File: config.mk
export PLATFORM = sky130hd
export DESIGN_NAME = mmio_uart_tx
export DESIGN_NICKNAME = d
export VERILOG_FILES = /design/src/rtl/mmio_uart_tx.sv
export SDC_FILE = /design/constraint.sdc
export NUM_CORES = 1
export LEC_CHECK = 0
export ABC_AREA = 0
export ABC_CLOCK_PERIOD_IN_PS = 10200
export CAP_MARGIN = 20
export CORE_MARGIN = 3
export CORE_UTILIZATION = 30
export CTS_BUF_LIST = sky130_fd_sc_hd__clkbuf_2
export DETAILED_ROUTE_END_ITERATION = 8
export PLACE_DENSITY = 0.63
export SLEW_MARGIN = 20
export SYNTH_ARGS = -nofsm -noshare
export SYNTH_HDL_FRONTEND = slang
export SYNTH_HIERARCHICAL = 1
export SYNTH_SLANG_ARGS = --single-unit
File: constraint.sdc
create_clock -name clk -period 10.2 [get_ports clk]
set_clock_uncertainty 0.2 [all_clocks]
set_input_delay 2.55 -clock clk [delete_from_list [all_inputs] [get_ports clk]]
set_output_delay 2.55 -clock clk [all_outputs]
set_load 0.02 [all_outputs]
File: src/rtl/mmio_uart_tx.sv
// Memory-mapped 8N1 UART transmitter with a TX FIFO and a sticky overflow flag.
// A byte pushed into an idle, empty TX path starts its frame one cycle later. Writes to a full FIFO are dropped.

module mmio_uart_fifo #(
  parameter int WIDTH = 8,
  parameter int DEPTH = 4
) (
  input  logic                     clk,
  input  logic                     reset,
  input  logic                     push,
  input  logic [WIDTH-1:0]         push_data,
  input  logic                     pop,
  output logic [WIDTH-1:0]         head,
  output logic [$clog2(DEPTH):0]   count,
  output logic                     empty,
  output logic                     full
);
  localparam int AW = $clog2(DEPTH);

  logic [WIDTH-1:0] mem [DEPTH];
  logic [AW-1:0]    wr_ptr;
  logic [AW-1:0]    rd_ptr;

  // The caller qualifies push/pop. A push while full is legal only alongside a pop.
  // In that case the write lands in the slot being read out on the same edge.
  always_ff @(posedge clk) begin
    if (reset) begin
      wr_ptr <= '0;
      rd_ptr <= '0;
      count  <= '0;
    end else begin
      if (push) wr_ptr <= wr_ptr + 1'b1;
      if (pop)  rd_ptr <= rd_ptr + 1'b1;
      case ({push, pop})
        2'b10:   count <= count + 1'b1;
        2'b01:   count <= count - 1'b1;
        default: count <= count;
      endcase
    end
  end

  always_ff @(posedge clk) begin
    if (push && !reset) mem[wr_ptr] <= push_data;
  end

  assign head  = mem[rd_ptr];
  assign empty = (count == '0);
  assign full  = (count == (AW+1)'(DEPTH));
endmodule

module mmio_uart_tx #(
  parameter logic [31:0] BASE_ADDR    = 32'h0000_1000,
  parameter int          CLKS_PER_BIT = 16,
  parameter int          FIFO_DEPTH   = 4
) (
  input  logic        clk,
  input  logic        reset,
  input  logic [31:0] addr,
  input  logic [31:0] in_data,
  input  logic        read_mem,
  input  logic        write_mem,
  output logic [31:0] out_data,
  output logic        tx,
  output logic        irq
);
  localparam int          CW        = $clog2(FIFO_DEPTH) + 1;
  localparam logic [15:0] BAUD_LAST = 16'(CLKS_PER_BIT - 1);

  typedef enum logic [1:0] {IDLE, START, DATA, STOP} state_t;

  state_t        state, state_n;
  logic [15:0]   baud_cnt, baud_n;
  logic [2:0]    bit_cnt, bit_n;
  logic [7:0]    shift, shift_n;
  logic          tx_n;
  logic          overflow;

  logic          sel, wr_txdata, wr_status;
  logic          fifo_push, fifo_pop;
  logic [7:0]    fifo_head;
  logic [CW-1:0] fifo_count;
  logic          fifo_empty, fifo_full;
  logic          baud_end, tx_active;
  logic [31:0]   status;
  logic          unused_bits;

  assign sel       = (addr[31:3] == BASE_ADDR[31:3]);
  assign wr_txdata = write_mem && sel && !addr[2];
  assign wr_status = write_mem && sel &&  addr[2];

  // A full FIFO still accepts a byte on the edge the FSM pops its head.
  assign fifo_push = wr_txdata && (!fifo_full || fifo_pop);

  mmio_uart_fifo #(
    .WIDTH (8),
    .DEPTH (FIFO_DEPTH)
  ) u_fifo (
    .clk       (clk),
    .reset     (reset),
    .push      (fifo_push),
    .push_data (in_data[7:0]),
    .pop       (fifo_pop),
    .head      (fifo_head),
    .count     (fifo_count),
    .empty     (fifo_empty),
    .full      (fifo_full)
  );

  assign baud_end = (baud_cnt == BAUD_LAST);

  always_comb begin
    state_n  = state;
    baud_n   = baud_cnt;
    bit_n    = bit_cnt;
    shift_n  = shift;
    fifo_pop = 1'b0;
    unique case (state)
      IDLE: begin
        if (!fifo_empty) begin
          fifo_pop = 1'b1;
          shift_n  = fifo_head;
          baud_n   = '0;
          bit_n    = '0;
          state_n  = START;
        end
      end
      START: begin
        if (baud_end) begin
          baud_n  = '0;
          state_n = DATA;
        end else begin
          baud_n = baud_cnt + 1'b1;
        end
      end
      DATA: begin
        if (baud_end) begin
          baud_n  = '0;
          shift_n = {1'b0, shift[7:1]};
          bit_n   = bit_cnt + 1'b1;
          if (bit_cnt == 3'd7) state_n = STOP;
        end else begin
          baud_n = baud_cnt + 1'b1;
        end
      end
      STOP: begin
        if (baud_end) begin
          baud_n = '0;
          if (!fifo_empty) begin
            fifo_pop = 1'b1;
            shift_n  = fifo_head;
            bit_n    = '0;
            state_n  = START;
          end else begin
            state_n = IDLE;
          end
        end else begin
          baud_n = baud_cnt + 1'b1;
        end
      end
      default: state_n = IDLE;
    endcase

    // tx is registered from next-state values so the line never glitches.
    if (state_n == START)     tx_n = 1'b0;
    else if (state_n == DATA) tx_n = shift_n[0];
    else                      tx_n = 1'b1;
  end

  always_ff @(posedge clk) begin
    if (reset) begin
      state    <= IDLE;
      baud_cnt <= '0;
      bit_cnt  <= '0;
      shift    <= '0;
      tx       <= 1'b1;
    end else begin
      state    <= state_n;
      baud_cnt <= baud_n;
      bit_cnt  <= bit_n;
      shift    <= shift_n;
      tx       <= tx_n;
    end
  end

  // A dropped push and a clear on the same edge leave overflow set.
  always_ff @(posedge clk) begin
    if (reset)                                  overflow <= 1'b0;
    else if (wr_txdata && fifo_full && !fifo_pop) overflow <= 1'b1;
    else if (wr_status && in_data[3])           overflow <= 1'b0;
  end

  assign tx_active = (state != IDLE);
  assign status    = {23'd0, 5'(fifo_count), overflow, tx_active, fifo_empty, fifo_full};
  assign out_data  = (read_mem && sel && addr[2]) ? status : 32'h0;
  assign irq       = fifo_empty && (state == IDLE);

  assign unused_bits = ^{addr[1:0], in_data[31:8]};
endmodule

# ---- After elaboration in Yosys (flattened, before gate mapping)
# Memories as Yosys holds them, arrays and structs flattened. A register that Yosys moved wholly into a read port is not among the register bits.
# Index checks and enable logic that the tools add are counted.
dict set report word_totals {
  ramBits 32
  ff_bits 38
  elab_cells 86
  memories 1
  input_bits 68
  output_inout_bits 34
}
dict set report op_classes {
  n_reduce_logical 24
  addsub 6
  muxes 31
  n_eq_ne 14
}
# memory depth word_bits rd rd_ports_with_merged_regs write_ports line
set memory_table {}
lappend memory_table {u_fifo.mem 4 8 1 1 1 20} ;# logic [WIDTH-1:0] mem [DEPTH];
# cell n
set op_table {}
lappend op_table {{$mux 16} 2}
lappend op_table {{$pmux 16 s2} 1}
lappend op_table {{$eq 29x10->1 const B} 1}
lappend op_table {{$mux 8} 3}
lappend op_table {{$pmux 8 s3} 1}
lappend op_table {{$add 16x1->16 const B} 1}
lappend op_table {{$eq 16x4->1 const B} 1}
lappend op_table {{$mux 2} 7}
lappend op_table {{$logic_and 1x1->1} 11}
lappend op_table {{$mux 1} 9}
lappend op_table {{$mux 3} 3}
lappend op_table {{$pmux 3 s3} 1}
lappend op_table {{$eq 2x2->1 const B} 4}
lappend op_table {{$pmux 2 s4} 1}
lappend op_table {{$mux 7} 1}
lappend op_table {{$add 3x1->3 const B} 2}
lappend op_table {{$eq 2x1->1 const B} 3}
lappend op_table {{$eq 3x3->1 const B} 2}
lappend op_table {{$ne 2x2->1 const B} 3}
lappend op_table {{$pmux 3 s2} 1}
lappend op_table {{$reduce_bool 2->1} 3}
lappend op_table {{$add 2x1->2 const B} 2}
lappend op_table {{$logic_not 1->1} 4}
lappend op_table {{$logic_not 3->1} 1}
lappend op_table {{7 further kinds} 7}

# ---- Longest topological paths before layout
# Gate-level depths: netlist (run 1).
dict set report depth {
  depth_word 9
  depth_mapped 13
  ltp_nobuf 13
}

# ---- Modules after synthesis
# Netlist (run 1), hierarchy kept.
# module area_each_um2 cells_each seq_area_each_um2 instances
set modules_own_cells {}
lappend modules_own_cells {mmio_uart_tx 2075.7 251 620.6 1}
lappend modules_own_cells {mmio_uart_fifo 1596.5 90 1141.1 1}

# ---- Worst setup path after synthesis (run 1)
# No wires, ideal clock.
dict set report synth_path {
  path_type {input to output}
  startpoint {in addr[14]}
  endpoint {out out_data[0]}
  path_stages 5
  arrival_time_ns 3.588
  path_slack_ns 3.862
  required_time_ns 7.450
  path_buffers 0
  path_cell_list {nor4b_1 -> nand4_1 -> nor2_1 -> and3_1 -> and2_1}
}
dict set report synth_between {
  elab_chain_len 4
}
# element line
set synth_rtl {}
lappend synth_rtl {{start: declaration} 58} ;# input logic [31:0] addr,
lappend synth_rtl {{$eq 29x10->1} 87} ;# assign sel = (addr[31:3] == BASE_ADDR[31:3]);
lappend synth_rtl {{$logic_and 1x1->1 (2 in a row)} 194} ;# assign out_data = (read_mem && sel && addr[2]) ? status : 32'h0;
lappend synth_rtl {{$mux 7} 194}
lappend synth_rtl {{end: declaration} 62} ;# output logic [31:0] out_data,
# Every way passes these cells.

# ---- Worst setup path after layout (run 1)
dict set report layout_path {
  startpoint {in addr[18]}
  endpoint {out out_data[0]}
}
# The elaborated chain is that of the path after synthesis.

==> run_results.csv, run 1 <==
group,metric,value,unit
min_path,hold_path_end,"overflow",
setup_path,start_kind,"input port",
floorplan,die_area,13600,sq um
setup_path,cp_max_fo,7,
routing,drt-wirelength-per-cell,14.2,microns
floorplan,rows,39,
timing,fin_crit_sh,0.729,
routing,ant_nets,0,
cts,cts.sinks,72,
timing,hold_violations,0,
routing,viasPerCell,5.01,
floorplan,die_w,117,microns
grt,grtUsageMet3,0.0358,
timing,setup_viol,0,
timing,max_freq,0.135,GHz
timing,setup_tns,0,ns
cts,h-tree-depth,3,
timing,rsz0062_at_grt,"false",
grt,grt_pass1_wl,13100,microns
logic_synthesis,synth_area_leader_cell,"edfxtp_1",
logic_synthesis,synth_top_area_frac,0.262,
timing,fin_ws,2.77,ns
logic_synthesis,synth_area_per_cell,10.8,sq um
setup_path,reg2reg_to,"u_fifo/count[2]",
floorplan,ioPinCount,102,
setup_path,arrival,4.68,ns
cts,ctsHoldBuffers,0,
logic_synthesis,synthTopCellsByArea,"edfxtp_1 (26%), dfxtp_1 (22%), buf_4 (5.1%), mux4_2 (4.9%), ha_1 (4.8%)",
grt,grt_overflow_total,0,
routing,vias,2701,
cts,clk_latency,0.54,ns
layout,syn_to_final_growth,18.1,%
timing,worst_slew_pin_slew,0.780,ns
routing,drc,0,
grt,grt_pass1_vias,2752,
power,design_power_total,0.492,mW
logic_synthesis,synth.distinct_cells,63,
logic_synthesis,yosys_most_used_dff,"dfxtp_1",
routing,routed_wl,7630,microns
layout,insertedDiodeCount,0,
cts,cts_resized,0,
layout,fin_util,0.370,
cts,cts_root_buf,"clkbuf_2",
routing,first_iter_violations,131,
setup_path,crit_type,"input port to output port",
min_path,worstHoldPathType,"flop to flop",
logic_synthesis,ys_warn_count,6,
power,peakVddDrop,86.8,uV
logic_synthesis,synth_edf_count,32,
logic_synthesis,ys_seq_area_frac,0.480,
setup_path,cp-end-kind,"output port",
cts,cts.clk_slew.worst_paths,0.22,ns
placed_design,hpwl,5630,microns
min_path,hold_path_depth,2,
cts,cts_setup_buffers,0,
placed_design,dp_slack,2.71,ns
grt,gr-usage-met1,0.146,
logic_synthesis,synth-seq-cells,72,
grt,grt.busiest_layer,"met2",
grt,grt_usage,0.122,
power,power_density,113,nW/um^2
grt,globalRouteMet2Util,0.206,
grt,grt_max_degree,37,
timing,slew_violations,0,
setup_path,r2r_slack,6.43,ns
floorplan,die_y,117,microns
setup_path,reg2reg_from,"baud_cnt[9]",
logic_synthesis,mappedNetlistArea,3670,sq um
grt,grt_antenna_before_repair,0,
job,drv_cap,0,
floorplan,coreArea,11700,sq um
cts,cts-buffers-inserted,9,
power,leakagePower,1.46,nW
routing,dr.pass1.iters,4,
run_status,outcome,"completed",
placed_design,gp_congestion,0.827,
floorplan,initial_utilization,0.314,
logic_synthesis,synth_commonest_cells,"dfxtp_1 (40), nor2_1 (36), edfxtp_1 (32)",
layout,num-nets-final,474,
setup_path,reg2regPathDepth,12,
timing,slew_headroom,0.479,
logic_synthesis,yosysMostFrequentCell,"dfxtp_1",
setup_path,critical_path_required,7.45,ns
logic_synthesis,ys_async_sr_fraction,0,
cts,cts_buffer_depth,2,
logic_synthesis,synthCells,341,
min_path,worstHoldStart,"overflow",
placed_design,port_buffers,50,
timing,fin_crit,7.43,ns
cts,tritoncts,"built",
layout,final_layout_size_suffix_gt1_frac,0.0934,
-- report_power, final --
part | leakage, nW | total [mW] | switching (mW) | internal (mW)
clock network | 0.0732 | 0.160 | 0.119 | 0.0408
logic | 0.780 | 0.0307 | 0.0157 | 0.0150
registers | 0.609 | 0.301 | 0.00000000170 | 0.301
total | 1.46 | 0.492 | 0.135 | 0.357
-- per-layer routing --
metal  routed length (microns)  vias to the layer above  part of all wire
met5                         0                        -                 0
met4                       161                        0             0.021
met3                       314                       16             0.041
met2                      3830                       65              0.50
met1                      3320                     1284              0.44
li1                          -                     1336                 -
-- cells by family (layout without fill, tap and decap cells) --
family	count (synthesis)	count (layout)	synth area share
flip-flops	72	72	0.480
AO/OA/AOI/OAI	76	76	0.150
AND/OR/NAND/NOR	109	109	0.160
buffers and inverters	51	82	0.0807
adder cells (fa/ha/maj)	15	15	0.0532
other	1	25	0.00102
XOR/XNOR	5	5	0.0119
multiplexers	12	12	0.0634
-- how the worst max path moves through the flow --
stage / from / to / slack (ns) / cells after the start
2_1_floorplan: addr[14] / out_data[0] / 3.86 / 5
3_3_place_gp: addr[18] / out_data[2] / 2.72 / 7
3_5_place_dp: addr[19] / out_data[3] / 2.71 / 7
4_1_cts: addr[19] / out_data[3] / 2.71 / 7
5_1_grt: addr[23] / out_data[5] / 2.54 / 7
6_report: addr[18] / out_data[0] / 2.77 / 7
-- per-stage QoR --
stage | hold slack, ns | cells | area, sq um
floorplan | 0.233 | 365 | 3760
global placement | 0.250 | 523 | 4210
detailed placement | 0.251 | 523 | 4220
CTS | 0.286 | 539 | 4340
global route | 0.301 | 539 | 4340
finish | 0.281 | 539 | 4340
-- cell type report --
type	instances	area, sq um
fillers	1146	7370
multi-input cells	242	1720
inverters	14	52.6
clock inverters	7	68.8
clock buffers	9	45.0
well taps	143	179
repair buffers	52	515
flip-flops and latches	72	1760
-- state kept, by name (all words and copies together) (netlist names), named ones only --
signal         count
u_fifo/wr_ptr      2
overflow           1
state              2
shift              8
baud_cnt          16
u_fifo/count       3
bit_cnt            3
tx                 1
u_fifo/mem        32
u_fifo/rd_ptr      2
-- cell usage in the layout, fill, tap and decap left out, drive strengths merged, types with 7 or more instances in the layout --
cell,count
nand2,12
a21oi,15
ha,14
and2,12
nor2,37
nand3,9
dfxtp,40
o2bb2ai,7
clkdlybuf4s50,50
inv,19
mux4,8
o21ai,14
edfxtp,32
conb,25
clkbuf,9
-- worst max-delay path, cell delays in order --
cell and delay (ns):
clkdlybuf4s50_1 0.40, nor4_1 0.29, nand4_1 0.19, nor2_1 0.20, and3_1 0.28, and2_1 0.15
clkdlybuf4s50_1 0.62
No activity file was read; power rests on OpenSTA's default activity.
==> run 2: changes to the inputs <==
--- a/config.mk
+++ b/config.mk
@@ -6,7 +6,7 @@
 export NUM_CORES = 1
 export LEC_CHECK = 0
 export ABC_AREA = 0
-export ABC_CLOCK_PERIOD_IN_PS = 10200
+export ABC_CLOCK_PERIOD_IN_PS = 7800
 export CAP_MARGIN = 20
 export CORE_MARGIN = 3
 export CORE_UTILIZATION = 30
==> constraint.sdc (replaced) <==
create_clock -name clk -period 7.8 [get_ports clk]
set_clock_uncertainty 0.2 [all_clocks]
set_input_delay 1.95 -clock clk [delete_from_list [all_inputs] [get_ports clk]]
set_output_delay 1.95 -clock clk [all_outputs]
set_load 0.02 [all_outputs]
==> run_results.csv, run 2 (synthesis gave the netlist of run 1 again) <==
group,metric,value,unit
timing,slew_headroom,0.459,
min_path,worstHoldPathType,"flop to flop",
floorplan,die_w,117,microns
grt,grt_usage,0.122,
floorplan,coreArea,11700,sq um
job,drv_cap,0,
layout,reg_top3,"u_fifo/mem: 32 flops, baud_cnt: 16 flops, shift: 8 flops",
placed_design,port_buffers,50,
cts,tritoncts,"built",
routing,viasPerCell,5.01,
timing,fin_ws,1.53,ns
cts,cts-buffers-inserted,9,
routing,routed_wl,7750,microns
power,leakagePower,1.46,nW
floorplan,die_y,117,microns
grt,grt_max_degree,37,
timing,slew_violations,0,
grt,grt_antenna_before_repair,0,
cts,cts.clk_slew.worst_paths,0.22,ns
layout,final_layout_size_suffix_gt1_frac,0.0934,
layout,mostFrequentLayoutCell,"clkdlybuf4s50_1",
timing,hold_violations,0,
routing,first_iter_violations,134,
routing,dr.pass1.iters,4,
layout,insertedDiodeCount,0,
timing,fin_crit,6.27,ns
grt,grt_pass1_vias,2700,
setup_path,path_delay_family,"simple AND/OR/NAND/NOR gates",
setup_path,critical_path_required,5.65,ns
power,power_density,147,nW/um^2
layout,num-nets-final,474,
setup_path,cp_slowest_cell,"clkdlybuf4s50_1",
floorplan,rows,39,
timing,rsz0062_at_grt,"false",
setup_path,start_kind,"input port",
placed_design,dp_slack,1.51,ns
cts,cts_root_buf,"clkbuf_2",
routing,vias,2703,
cts,cts_setup_buffers,0,
cts,cts_buffer_depth,2,
power,peakVddDrop,113,uV
setup_path,arrival,4.12,ns
setup_path,critPathBufInv,2,
grt,grt_pass1_wl,13300,microns
run_status,outcome,"completed",
setup_path,cp-end-kind,"output port",
timing,worst_slew_pin_slew,0.808,ns
setup_path,path_cells,"clkdlybuf4s50_1 -> nor4_1 -> nand4_1 -> nor2_1 -> and3_1 -> and2_1 -> clkdlybuf4s50_1",
routing,drt-wirelength-per-cell,14.4,microns
layout,syn_to_final_growth,18.2,%
cts,h-tree-depth,3,
routing,ant_nets,0,
setup_path,cpPeakStageDelay,0.63,ns
cts,cts_resized,0,
setup_path,critPathMostFrequentCell,"clkdlybuf4s50_1",
layout,largest_register_ffs,32,
cts,cts.sinks,72,
floorplan,ioPinCount,102,
timing,setup_tns,0,ns
timing,setup_viol,0,
setup_path,cp_max_fo,7,
layout,fin_util,0.371,
layout,nFillCells,1166,
floorplan,initial_utilization,0.314,
placed_design,gp_congestion,0.823,
floorplan,die_area,13600,sq um
layout,top_register,"u_fifo/mem",
placed_design,hpwl,5740,microns
cts,ctsHoldBuffers,0,
timing,fin_crit_sh,0.804,
grt,grt_overflow_total,0,
layout,postLayoutCellArea,4340,sq um
timing,whs,0.284,ns
layout,layout_common_cells,"clkdlybuf4s50_1 (50), dfxtp_1 (40), nor2_1 (36)",
setup_path,crit_type,"input port to output port",
timing,max_freq,0.159,GHz
cts,clk_latency,0.54,ns
placed_design,place_area,4220,sq um
routing,drc,0,
-- run 2: changes by cell type in the layout (fill, tap and decap cells not counted) --
cell      delta
clkinv_4     +1
clkinv_8     +1
inv_8        -2
-- run 2: cell type report --
type	count	area (sq um)	share of cell area
flip-flops and latches	72	1760	0.406
multi-input cells	242	1720	0.395
repair buffers	52	515	0.119
well taps	143	179	0.0412
clock inverters	7	71.3	0.0164
inverters	14	52.6	0.0121
clock buffers	9	45.0	0.0104
-- run 2: final timing paths --
| kind | start | cells past startpoint | slack [ns] | endpoint |
|---|---|---|---|---|
| hold reg to reg | overflow | 2 | 0.28 | overflow |
| setup / recovery | addr[19] | 7 | 1.53 | out_data[0] |
| setup reg to reg | baud_cnt[9] | 12 | 4.03 | u_fifo/count[2] |
| hold / removal | overflow | 2 | 0.28 | overflow |
-- run 2: tightest hold or removal path: cells and delay by family (launching register included) --
kind	cells	cell delay, ns
DFF	1	0.36
AOI/OAI and AO/OA	2	0.12
-- run 2: power by group --
part	total (mW)	switching (mW)	leakage, nW	internal, mW
clock	0.206	0.154	0.0722	0.0519
sequential	0.394	0.00000000219	0.609	0.394
combinational	0.0401	0.0204	0.780	0.0197
total	0.640	0.175	1.46	0.465
-- run 2: metrics by stage --
stage	cells	power (mW)
3_5_place_dp	523	0.442
2_1_floorplan	365	0.427
3_3_place_gp	523	0.441
6_report	539	0.640
5_1_grt	539	0.670
4_1_cts	539	0.652
-- run 2: per-layer routing --
layer / vias to the layer above / part of all wire / GRT usage
met2: 63 / 0.50 / 0.208
met3: 16 / 0.042 / 0.0280
met5: - / 0 / 0
met1: 1289 / 0.44 / 0.151
met4: 0 / 0.018 / 0.0451
li1: 1335 / - / -
==> run 3: changes to the inputs <==
--- a/config.mk
+++ b/config.mk
@@ -6,13 +6,13 @@
 export NUM_CORES = 1
 export LEC_CHECK = 0
 export ABC_AREA = 0
-export ABC_CLOCK_PERIOD_IN_PS = 7800
+export ABC_CLOCK_PERIOD_IN_PS = 5150
 export CAP_MARGIN = 20
 export CORE_MARGIN = 3
 export CORE_UTILIZATION = 30
 export CTS_BUF_LIST = sky130_fd_sc_hd__clkbuf_2
 export DETAILED_ROUTE_END_ITERATION = 8
-export PLACE_DENSITY = 0.63
+export PLACE_DENSITY = 0.65
 export SLEW_MARGIN = 20
 export SYNTH_ARGS = -nofsm -noshare
 export SYNTH_HDL_FRONTEND = slang
==> constraint.sdc (replaced) <==
create_clock -name clk -period 5.15 [get_ports clk]
set_clock_uncertainty 0.2 [all_clocks]
set_input_delay 1.2875 -clock clk [delete_from_list [all_inputs] [get_ports clk]]
set_output_delay 1.2875 -clock clk [all_outputs]
set_load 0.02 [all_outputs]
==> run_results.csv, run 3 (synthesis gave the netlist of run 1 again) <==
group,metric,value,unit
min_path,hold_path_end,"overflow",
placed_design,gp_congestion,0.860,
layout,nFillCells,1151,
timing,fin_ws,0.231,ns
layout,top_register,"u_fifo/mem",
floorplan,rows,39,
routing,drt-wirelength-per-cell,14.2,microns
setup_path,cpPeakStageDelay,0.61,ns
cts,cts_root_buf,"clkbuf_2",
layout,mostFrequentLayoutCell,"clkdlybuf4s50_1",
timing,max_freq,0.203,GHz
setup_path,critical_path_required,3.66,ns
floorplan,die_area,13600,sq um
layout,layout_common_cells,"clkdlybuf4s50_1 (50), dfxtp_1 (40), nor2_1 (35)",
placed_design,dpl.cell_count,523,
layout,reg_top3,"u_fifo/mem: 32 flops, baud_cnt: 16 flops, shift: 8 flops",
power,leakagePower,1.46,nW
grt,grt_overflow_total,0,
power,power_density,221,nW/um^2
setup_path,cp-end-kind,"output port",
cts,cts.sinks,72,
floorplan,die_y,117,microns
grt,grt_pass1_vias,2696,
layout,num-nets-final,474,
setup_path,crit_type,"input port to output port",
grt,grt_pass1_wl,12900,microns
min_path,hold_path_depth,2,
timing,setup_tns,0,ns
routing,ant_nets,0,
cts,h-tree-depth,3,
timing,hold_violations,0,
run_status,outcome,"completed",
setup_path,arrival,3.43,ns
timing,slew_violations,0,
layout,syn_to_final_growth,18.0,%
floorplan,die_w,117,microns
routing,first_iter_violations,128,
layout,largest_register_ffs,32,
cts,cts-buffers-inserted,9,
floorplan,coreArea,11700,sq um
min_path,worstHoldStart,"overflow",
power,peakVddDrop,202,uV
timing,setup_viol,0,
routing,viasPerCell,5.04,
timing,worst_slew_pin_slew,0.797,ns
timing,fin_crit,4.92,ns
job,drv_cap,0,
layout,regArea,1760,sq um
setup_path,r2r_slack,1.35,ns
setup_path,start_kind,"input port",
timing,fin_crit_sh,0.955,
layout,finalNonFillerCells,539,
grt,grt_antenna_before_repair,0,
grt,grt_usage,0.119,
setup_path,reg2reg_from,"baud_cnt[9]",
cts,tritoncts,"built",
floorplan,ioPinCount,102,
placed_design,dp_slack,0.163,ns
cts,cts_buffer_depth,2,
setup_path,cp_slowest_cell,"clkdlybuf4s50_1",
layout,final_layout_size_suffix_gt1_frac,0.0960,
timing,rsz0062_at_grt,"false",
routing,drc,0,
placed_design,port_buffers,50,
routing,routed_wl,7650,microns
setup_path,reg2regPathDepth,12,
setup_path,reg2reg_to,"u_fifo/count[2]",
placed_design,hpwl,5630,microns
setup_path,cp_max_fo,7,
routing,vias,2715,
cts,cts_setup_buffers,0,
min_path,worstHoldPathType,"flop to flop",
setup_path,critPathMostFrequentCell,"clkdlybuf4s50_1",
setup_path,path_cells,"clkdlybuf4s50_1 -> nor4_1 -> nand4_1 -> nor2_2 -> and3_1 -> and2_1 -> clkdlybuf4s50_1",
floorplan,initial_utilization,0.314,
cts,cts.clk_slew.worst_paths,0.21,ns
cts,ctsHoldBuffers,0,
grt,grt_max_degree,31,
routing,dr.pass1.iters,5,
cts,clk_latency,0.52,ns
layout,insertedDiodeCount,0,
timing,slew_headroom,0.467,
layout,multi_input_area,1720,sq um
[run 3: cell count changes in the layout (fill, tap and decap cells not counted)]
cell        before  now
clkinv_8         1    0
clkinvlp_4       0    1
nor2_1          36   35
nor2_2           1    2
[run 3: layout make-up]
cell class | count | share of cell area
flip-flops and latches | 72 | 0.406
multi-input cells | 242 | 0.396
repair buffers | 52 | 0.119
well taps | 143 | 0.0413
clock inverters | 7 | 0.0144
inverters | 14 | 0.0121
clock buffers | 9 | 0.0104
[run 3: critical path: cells and delay by family]
family | cells | cell delay [ns]
buf+inv | 2 | 1.04
simple gates | 5 | 1.08
[run 3: how the worst max path moves through the flow]
stage	start	endpoint	cells after the start
floorplan	addr[14]	out_data[0]	5
global placement	addr[18]	out_data[3]	7
detailed placement	addr[18]	out_data[4]	7
CTS	addr[18]	out_data[4]	7
global route	addr[18]	out_data[4]	7
finish	addr[4]	out_data[4]	7
[run 3: report_power, final]
group          leakage (nW)  total [mW]  switching (mW)  internal (mW)
registers             0.609       0.596   0.00000000346          0.596
logic                 0.780      0.0607          0.0309         0.0298
clock network        0.0654       0.301           0.227         0.0742
total                  1.46       0.959           0.258          0.701
[run 3: metrics by stage]
step / hold slack (ns) / cell area, sq um / util / power (mW)
6_report: 0.285 / 4330 / 0.370 / 0.959
5_1_grt: 0.306 / 4330 / 0.370 / 1.00
4_1_cts: 0.286 / 4330 / 0.370 / 0.967
3_5_place_dp: 0.252 / 4220 / 0.361 / 0.668
3_3_place_gp: 0.251 / 4210 / 0.360 / 0.668
2_1_floorplan: 0.233 / 3760 / - / 0.647
[run 3: routing by layer]
metal	up-vias	GRT usage	share of wire
met5	-	0	0
met2	71	0.214	0.53
met3	7	0.0311	0.043
met4	0	0.0252	0.011
met1	1297	0.144	0.42
li1	1340	-	-
[run 3: what timing repair did]
item / 4_1_cts / 5_1_grt
resized for setup: 0 / 1
setup endpoints to repair: 0 / 4
endpoints found under the hold margin: 0 / 0
